`src/rtl/inst_block_reader_pkg.sv`:
```
// Shared types and constants for the instruction block reader.
// The reader fetches one aligned block of bytes from the byte-wide RAM
// and packs them little-endian into a single instruction block.
package inst_block_reader_pkg;

    // Reader states: idle, waiting for the load/store path to release the
    // RAM, streaming bytes out of the RAM, and the one-cycle finish pulse.
    typedef enum logic [1:0] {
        ST_IDLE     = 2'd0,
        ST_WAIT_BUS = 2'd1,
        ST_READ     = 2'd2,
        ST_DONE     = 2'd3
    } reader_state_t;

    localparam int DEFAULT_ADDR_WIDTH  = 32;
    localparam int DEFAULT_BLOCK_BYTES = 16;

endpackage : inst_block_reader_pkg

```
`src/rtl/inst_block_reader.sv`:
```
// Memory-side responder for the fetcher's icache refill request.
// On an enable pulse it latches the block-aligned base address, waits for
// the RAM port to be free, then issues BLOCK_BYTES consecutive byte reads.
// Each byte arrives one cycle after its address and is written into its
// slot of the instruction block. When the last byte lands, finish_sign
// pulses for one cycle. rollback_sign aborts any request without finishing.
module inst_block_reader
    import inst_block_reader_pkg::*;
#(
    parameter int ADDR_WIDTH  = DEFAULT_ADDR_WIDTH,
    parameter int BLOCK_BYTES = DEFAULT_BLOCK_BYTES
) (
    input  logic                     clk,
    input  logic                     rst,
    input  logic                     rdy,
    input  logic                     enable_sign,
    input  logic [ADDR_WIDTH-1:0]    pc_in,
    input  logic                     rollback_sign,
    output logic                     finish_sign,
    output logic [8*BLOCK_BYTES-1:0] inst_block,
    input  logic                     bus_busy,
    output logic                     bus_hold,
    output logic [ADDR_WIDTH-1:0]    mem_a,
    output logic                     mem_wr,
    input  logic [7:0]               mem_din
);

    localparam int OFF_W = $clog2(BLOCK_BYTES);
    localparam int CNT_W = OFF_W + 1;

    localparam logic [ADDR_WIDTH-1:0] OFF_MASK  = ADDR_WIDTH'(BLOCK_BYTES - 1);
    localparam logic [CNT_W-1:0]      ISSUE_END = CNT_W'(BLOCK_BYTES);
    localparam logic [CNT_W-1:0]      CAP_LAST  = CNT_W'(BLOCK_BYTES - 1);

    reader_state_t            r_state;
    logic                     r_finish;
    logic [8*BLOCK_BYTES-1:0] r_block;
    logic                     r_hold;
    logic [ADDR_WIDTH-1:0]    r_mem_a;
    logic [ADDR_WIDTH-1:0]    r_base;
    logic [CNT_W-1:0]         r_issue_cnt;   // addresses already issued
    logic [CNT_W-1:0]         r_cap_cnt;     // bytes already captured
    logic                     r_addr_valid;  // mem_a carries a live read this cycle
    logic                     r_data_valid;  // mem_din carries a live byte this cycle

    logic [ADDR_WIDTH-1:0]    w_aligned_pc;
    logic [ADDR_WIDTH-1:0]    w_start_addr;
    logic [ADDR_WIDTH-1:0]    w_next_addr;
    logic                     w_start_read;
    logic                     w_issue_done;
    logic                     w_last_cap;

    // Low offset bits of the requested pc are cleared so every block is aligned;
    // with an aligned base, base+k never carries out of the offset field.
    assign w_aligned_pc = pc_in & ~OFF_MASK;
    assign w_next_addr  = r_base + ADDR_WIDTH'(r_issue_cnt);
    assign w_issue_done = (r_issue_cnt == ISSUE_END);
    assign w_last_cap   = (r_cap_cnt == CAP_LAST);

    // A read starts straight from IDLE on a request with a free bus, or from
    // WAIT_BUS as soon as the load/store path lets go. From IDLE the base is
    // not latched yet, so the first address comes directly from pc_in.
    assign w_start_read = !bus_busy &&
                          (((r_state == ST_IDLE) && enable_sign) || (r_state == ST_WAIT_BUS));
    assign w_start_addr = (r_state == ST_IDLE) ? w_aligned_pc : r_base;

    assign finish_sign = r_finish;
    assign inst_block  = r_block;
    assign bus_hold    = r_hold;
    assign mem_a       = r_mem_a;
    assign mem_wr      = 1'b0;

    // Request FSM with registered outputs: issue addresses, capture bytes, pulse finish.
    always_ff @(posedge clk or posedge rst) begin
        if (rst) begin
            r_state      <= ST_IDLE;
            r_finish     <= 1'b0;
            // NOTE: the block register is deliberately reset so inst_block reads
            // as zero after reset instead of carrying stale or X contents.
            r_block      <= '0;
            r_hold       <= 1'b0;
            r_mem_a      <= '0;
            r_base       <= '0;
            r_issue_cnt  <= '0;
            r_cap_cnt    <= '0;
            r_addr_valid <= 1'b0;
            r_data_valid <= 1'b0;
        end else if (rdy) begin
            // NOTE: non-blocking assignments throughout, so every branch below
            // reads the pre-edge values of counters and addresses.
            if (rollback_sign) begin
                r_state      <= ST_IDLE;
                r_finish     <= 1'b0;
                r_hold       <= 1'b0;
                r_mem_a      <= '0;
                r_issue_cnt  <= '0;
                r_cap_cnt    <= '0;
                r_addr_valid <= 1'b0;
                r_data_valid <= 1'b0;
            end else begin
                if (w_start_read) begin
                    r_state      <= ST_READ;
                    r_hold       <= 1'b1;
                    r_mem_a      <= w_start_addr;
                    r_issue_cnt  <= CNT_W'(1);
                    r_cap_cnt    <= '0;
                    r_addr_valid <= 1'b1;
                    r_data_valid <= 1'b0;
                end

                case (r_state)
                    ST_IDLE: begin
                        r_finish <= 1'b0;
                        if (enable_sign) begin
                            r_base <= w_aligned_pc;
                            if (bus_busy) begin
                                r_state <= ST_WAIT_BUS;
                            end
                        end
                    end

                    ST_WAIT_BUS: begin
                        r_finish <= 1'b0;
                    end

                    ST_READ: begin
                        // Issue side: one new address per cycle until all are out.
                        if (!w_issue_done) begin
                            r_mem_a     <= w_next_addr;
                            r_issue_cnt <= r_issue_cnt + CNT_W'(1);
                        end
                        r_addr_valid <= !w_issue_done;
                        r_data_valid <= r_addr_valid;

                        // Capture side: byte j is on mem_din one cycle after address j.
                        if (r_data_valid) begin
                            r_block[{r_cap_cnt[OFF_W-1:0], 3'b000} +: 8] <= mem_din;
                            r_cap_cnt <= r_cap_cnt + CNT_W'(1);
                            if (w_last_cap) begin
                                r_state      <= ST_DONE;
                                r_hold       <= 1'b0;
                                r_finish     <= 1'b1;
                                r_addr_valid <= 1'b0;
                                r_data_valid <= 1'b0;
                            end
                        end
                    end

                    ST_DONE: begin
                        r_finish <= 1'b0;
                        r_state  <= ST_IDLE;
                    end

                    default: begin
                        r_state <= ST_IDLE;
                    end
                endcase
            end
        end
    end

endmodule : inst_block_reader

```
`config.mk`:
```
export PLATFORM = sky130hd
export DESIGN_NAME = inst_block_reader
export DESIGN_NICKNAME = d
export VERILOG_FILES = /design/src/rtl/inst_block_reader_pkg.sv /design/src/rtl/inst_block_reader.sv
export SDC_FILE = /design/constraint.sdc
export NUM_CORES = 1
export LEC_CHECK = 0
export ABC_AREA = 1
export BUFFER_PORTS_ARGS = -buffer_cell sky130_fd_sc_hd__buf_2
export CAP_MARGIN = 20
export CORE_MARGIN = 2
export CORE_UTILIZATION = 40
export DETAILED_ROUTE_END_ITERATION = 6
export PLACE_DENSITY = 0.63
export SLEW_MARGIN = 0
export SYNTH_ARGS = -nofsm -noshare
export SYNTH_HDL_FRONTEND = slang
export SYNTH_SLANG_ARGS = --single-unit
```
`constraint.sdc`:
```
create_clock -name clk -period 13.8 [get_ports clk]
set_input_delay 1.38 -clock clk [delete_from_list [all_inputs] [get_ports clk]]
set_output_delay 1.38 -clock clk [all_outputs]
set_load 0.005 [all_outputs]
```
==> out/metrics.cfg <==
[run_status]
status = finished clean

[critical_path]
path_class = in2reg
critPathMaxFanout = 18
cp.arrival_ps = 3910
required_ps = 14180
crit_path_end_kind = flop
cp-startpoint = rdy
reg2reg_from = r_cap_cnt[0]
worstSetupStartpointType = input pin

[timing]
worst_pin_slew_ps = 871
slew_headroom = 0.419
rsz0062_at_grt = false
holdWs_ps = 474
timing.final.crit_period_ps = 3530
setup_viol = 0
timing.fmax_mhz = 283
fin_skew_ps = 11.8
min_period_over_period = 0.256
hold_viol_final = 0
slew_violations = 0
fin_setup_tns_ps = 0

[placement]
hpwl_mm = 17.9
finalWeightedCongestion = 0.830
port_buffers = 203
placed_cell_area_um2 = 10600

[floorplanning]
dieArea_um2 = 24700
die_y_um = 157
start_util = 0.403
ios = 209
row_count = 56
die_x_um = 157
core_um2 = 23300

[clock_network]
worstSkewPairLatency_ps = 520
cts.repair.resized = 0
cts.reportedPaths.clkPinSlew_ps = 60
clk_path_buf_depth = 3
root_buffer = clkbuf_16
numCtsBuffers = 24
cts_tree = built
ctsHoldBuffers = 0
clock-sinks = 204
cts_setup_buffers = 0
htreeDepth = 1

[drt]
ant_nets = 0
drcViolationCount = 0
first_iter_violations = 576
num_vias = 8343
dr.pass1.iters = 5
routed_wl_mm = 25.9
wl_per_cell_um = 15.5
via_per_inst = 4.98

[power_and_ir_drop]
power.internal_mw = 1.04
p_comb_frac = 0.112
p_leak_nw = 5.89
p_per_area_nw_per_um2 = 125
switching_share = 0.274
p_switching_uw = 391
peakVddDrop_mv = 0.0850
seq_power_share = 0.473
finalPower_mw = 1.43
clock_power_share = 0.415

[min_path]
min_from = mem_a[27]
hold_path_class = reg2reg

[global_route]
use_met2 = 0.321
antenna_found_initial = 0
grt_pass1_vias = 7580
grt.busiest_layer = met2
overflow = 0
grt_usage = 0.209
grt_max_degree = 120
grtUsageMet3 = 0.0347
use_met1 = 0.311
grt_pass1_wl_mm = 41.1

[run]
maxCapViolations = 0

[yosys]
mappedNetlistArea_um2 = 9380
syn_inst = 1145
synthTopCellsByArea = dfrtp_1 54%, nand2_1 13%, o21ai_0 9.9%
synth_nets = 1200
synth_area_leader_cell = dfrtp_1
syn_area_per_cell_um2 = 8.19
synth_seq_cells = 204
seq_area_frac_synth = 0.545
yosys_warnings = 0
synth_cell_types = 35
synth_top_area_share = 0.545

[finish]
nNetsFinal = 1395
final_layout_size_suffix_gt1_frac = 0.190
antennaDiodeCount = 0
final_area_um2 = 11400
area_delta_synth_final_pct = 21.6

==> cell type report <==
type,count,area [µm²]
Clock buffer,34,648
Clock inverter,7,71.3
Fill cell,2324,11900
Inverter,116,443
Multi-Input combinational cell,785,3640
Sequential cell,204,5100
Tap cell,319,399
Timing Repair Buffer,209,1090
==> kinds of logic after synthesis <==
kind of cell	share of synthesized area
DFF	0.545
and+or+nand+nor	0.227
buffers and inverters	0.0685
other	0.000400
xor gates and xnor gates	0.00454
adders and majority gates	0.0120
AOI/OAI and AO/OA	0.143
==> per-stage QoR <==
step,setup WS (ps),std cells,util
after detailed placement,9670,1631,0.457
after floorplan,6850,1145,-
after CTS,10190,1672,0.488
after global placement,9690,1631,0.457
after global routing,9940,1674,0.490
final,10270,1674,0.490
==> path summary, 6_finish.rpt <==
path | end | slack, ps | depth (start not counted)
worst max-delay path | inst_block[61] | 10270 | 10
worst min-delay path | mem_a[27] | 470 | 2
worst max register to register | inst_block[20] | 11080 | 7
worst min register to register | mem_a[27] | 470 | 2
max in group asynchronous | inst_block[40] | 11430 | 4
min in group asynchronous | mem_a[10] | 1030 | 2
==> power by group through the flow <==
stage | logic, mW | clock network (mW) | registers (mW)
after floorplan | 0.108 | 0 | 0.674
after global placement | 0.158 | 0 | 0.683
after detailed placement | 0.160 | 0 | 0.684
after CTS | 0.160 | 0.606 | 0.674
after global routing | 0.187 | 0.631 | 0.680
final | 0.160 | 0.592 | 0.674
==> registers in the layout, summed over array words and instances, names as in the netlist <==
name and flops:
r_cap_cnt 5, r_issue_cnt 5, finish_sign 1, inst_block 128, r_state 2, mem_a 32
r_base 28, r_data_valid 1, bus_hold 1, r_addr_valid 1
==> worst max-delay path, cell delays in order <==
cell     delay (ps)
buf_2           200
inv_1           310
nor2_2          620
nand2_2         270
nor2_4          230
nand2_4         160
nor2_4          150
nand2_1         320
nand2_1         170
o21ai_0          90
==> layer usage <==
metal  up-vias  part of all wire  wire length, µm
met5         -                 0                0
met4         0             0.016              415
met3        34             0.060             1550
met2       236              0.45            11600
met1      3951              0.47            12300
li1       4122                 -                -
==> synth_stat cells <==
| master | n |
|---|---|
| conb_1 | 1 |
| o211ai_1 | 16 |
| nor2_4 | 5 |
| nor2_2 | 2 |
| and2_1 | 1 |
| nand2_2 | 3 |
| buf_2 | 6 |
| inv_1 | 113 |
| buf_6 | 6 |
| a22oi_1 | 1 |
| inv_2 | 2 |
| nand2_4 | 1 |
| dfrtp_1 | 204 |
| o21bai_1 | 1 |
| clkbuf_1 | 24 |
| nand3b_1 | 1 |
| a31oi_1 | 1 |
| o21ai_0 | 185 |
| a2bb2oi_1 | 1 |
| xnor2_1 | 1 |
| nand2_1 | 336 |
| nor2_1 | 75 |
| buf_1 | 3 |
| o21ai_1 | 6 |
| a21oi_1 | 36 |
| nand4_1 | 12 |
| ha_1 | 9 |
| clkinv_1 | 1 |
| o21a_1 | 2 |
| xor2_1 | 2 |
| nand3_1 | 58 |
| xnor2_2 | 1 |
| buf_4 | 1 |
| nor3_1 | 22 |
| o22ai_1 | 6 |
==> placed cells by master, fill, tap and decap left out, types with 2 or more instances in the layout <==
master / n
clkbuf_16: 24
buf_2: 203
nand2_2: 3
clkinv_2: 5
nor2_1: 74
inv_2: 2
o21ai_1: 6
o22ai_1: 6
o21ai_0: 185
xor2_1: 2
nor3_1: 22
o211ai_1: 16
nand3_1: 57
nor2_2: 3
buf_4: 4
ha_1: 9
dfrtp_1: 204
a21oi_1: 36
nand4_1: 12
o21a_1: 2
nor2_4: 5
nand2_1: 336
inv_1: 112
clkbuf_1: 9
Power figures use the tool's default switching activity.
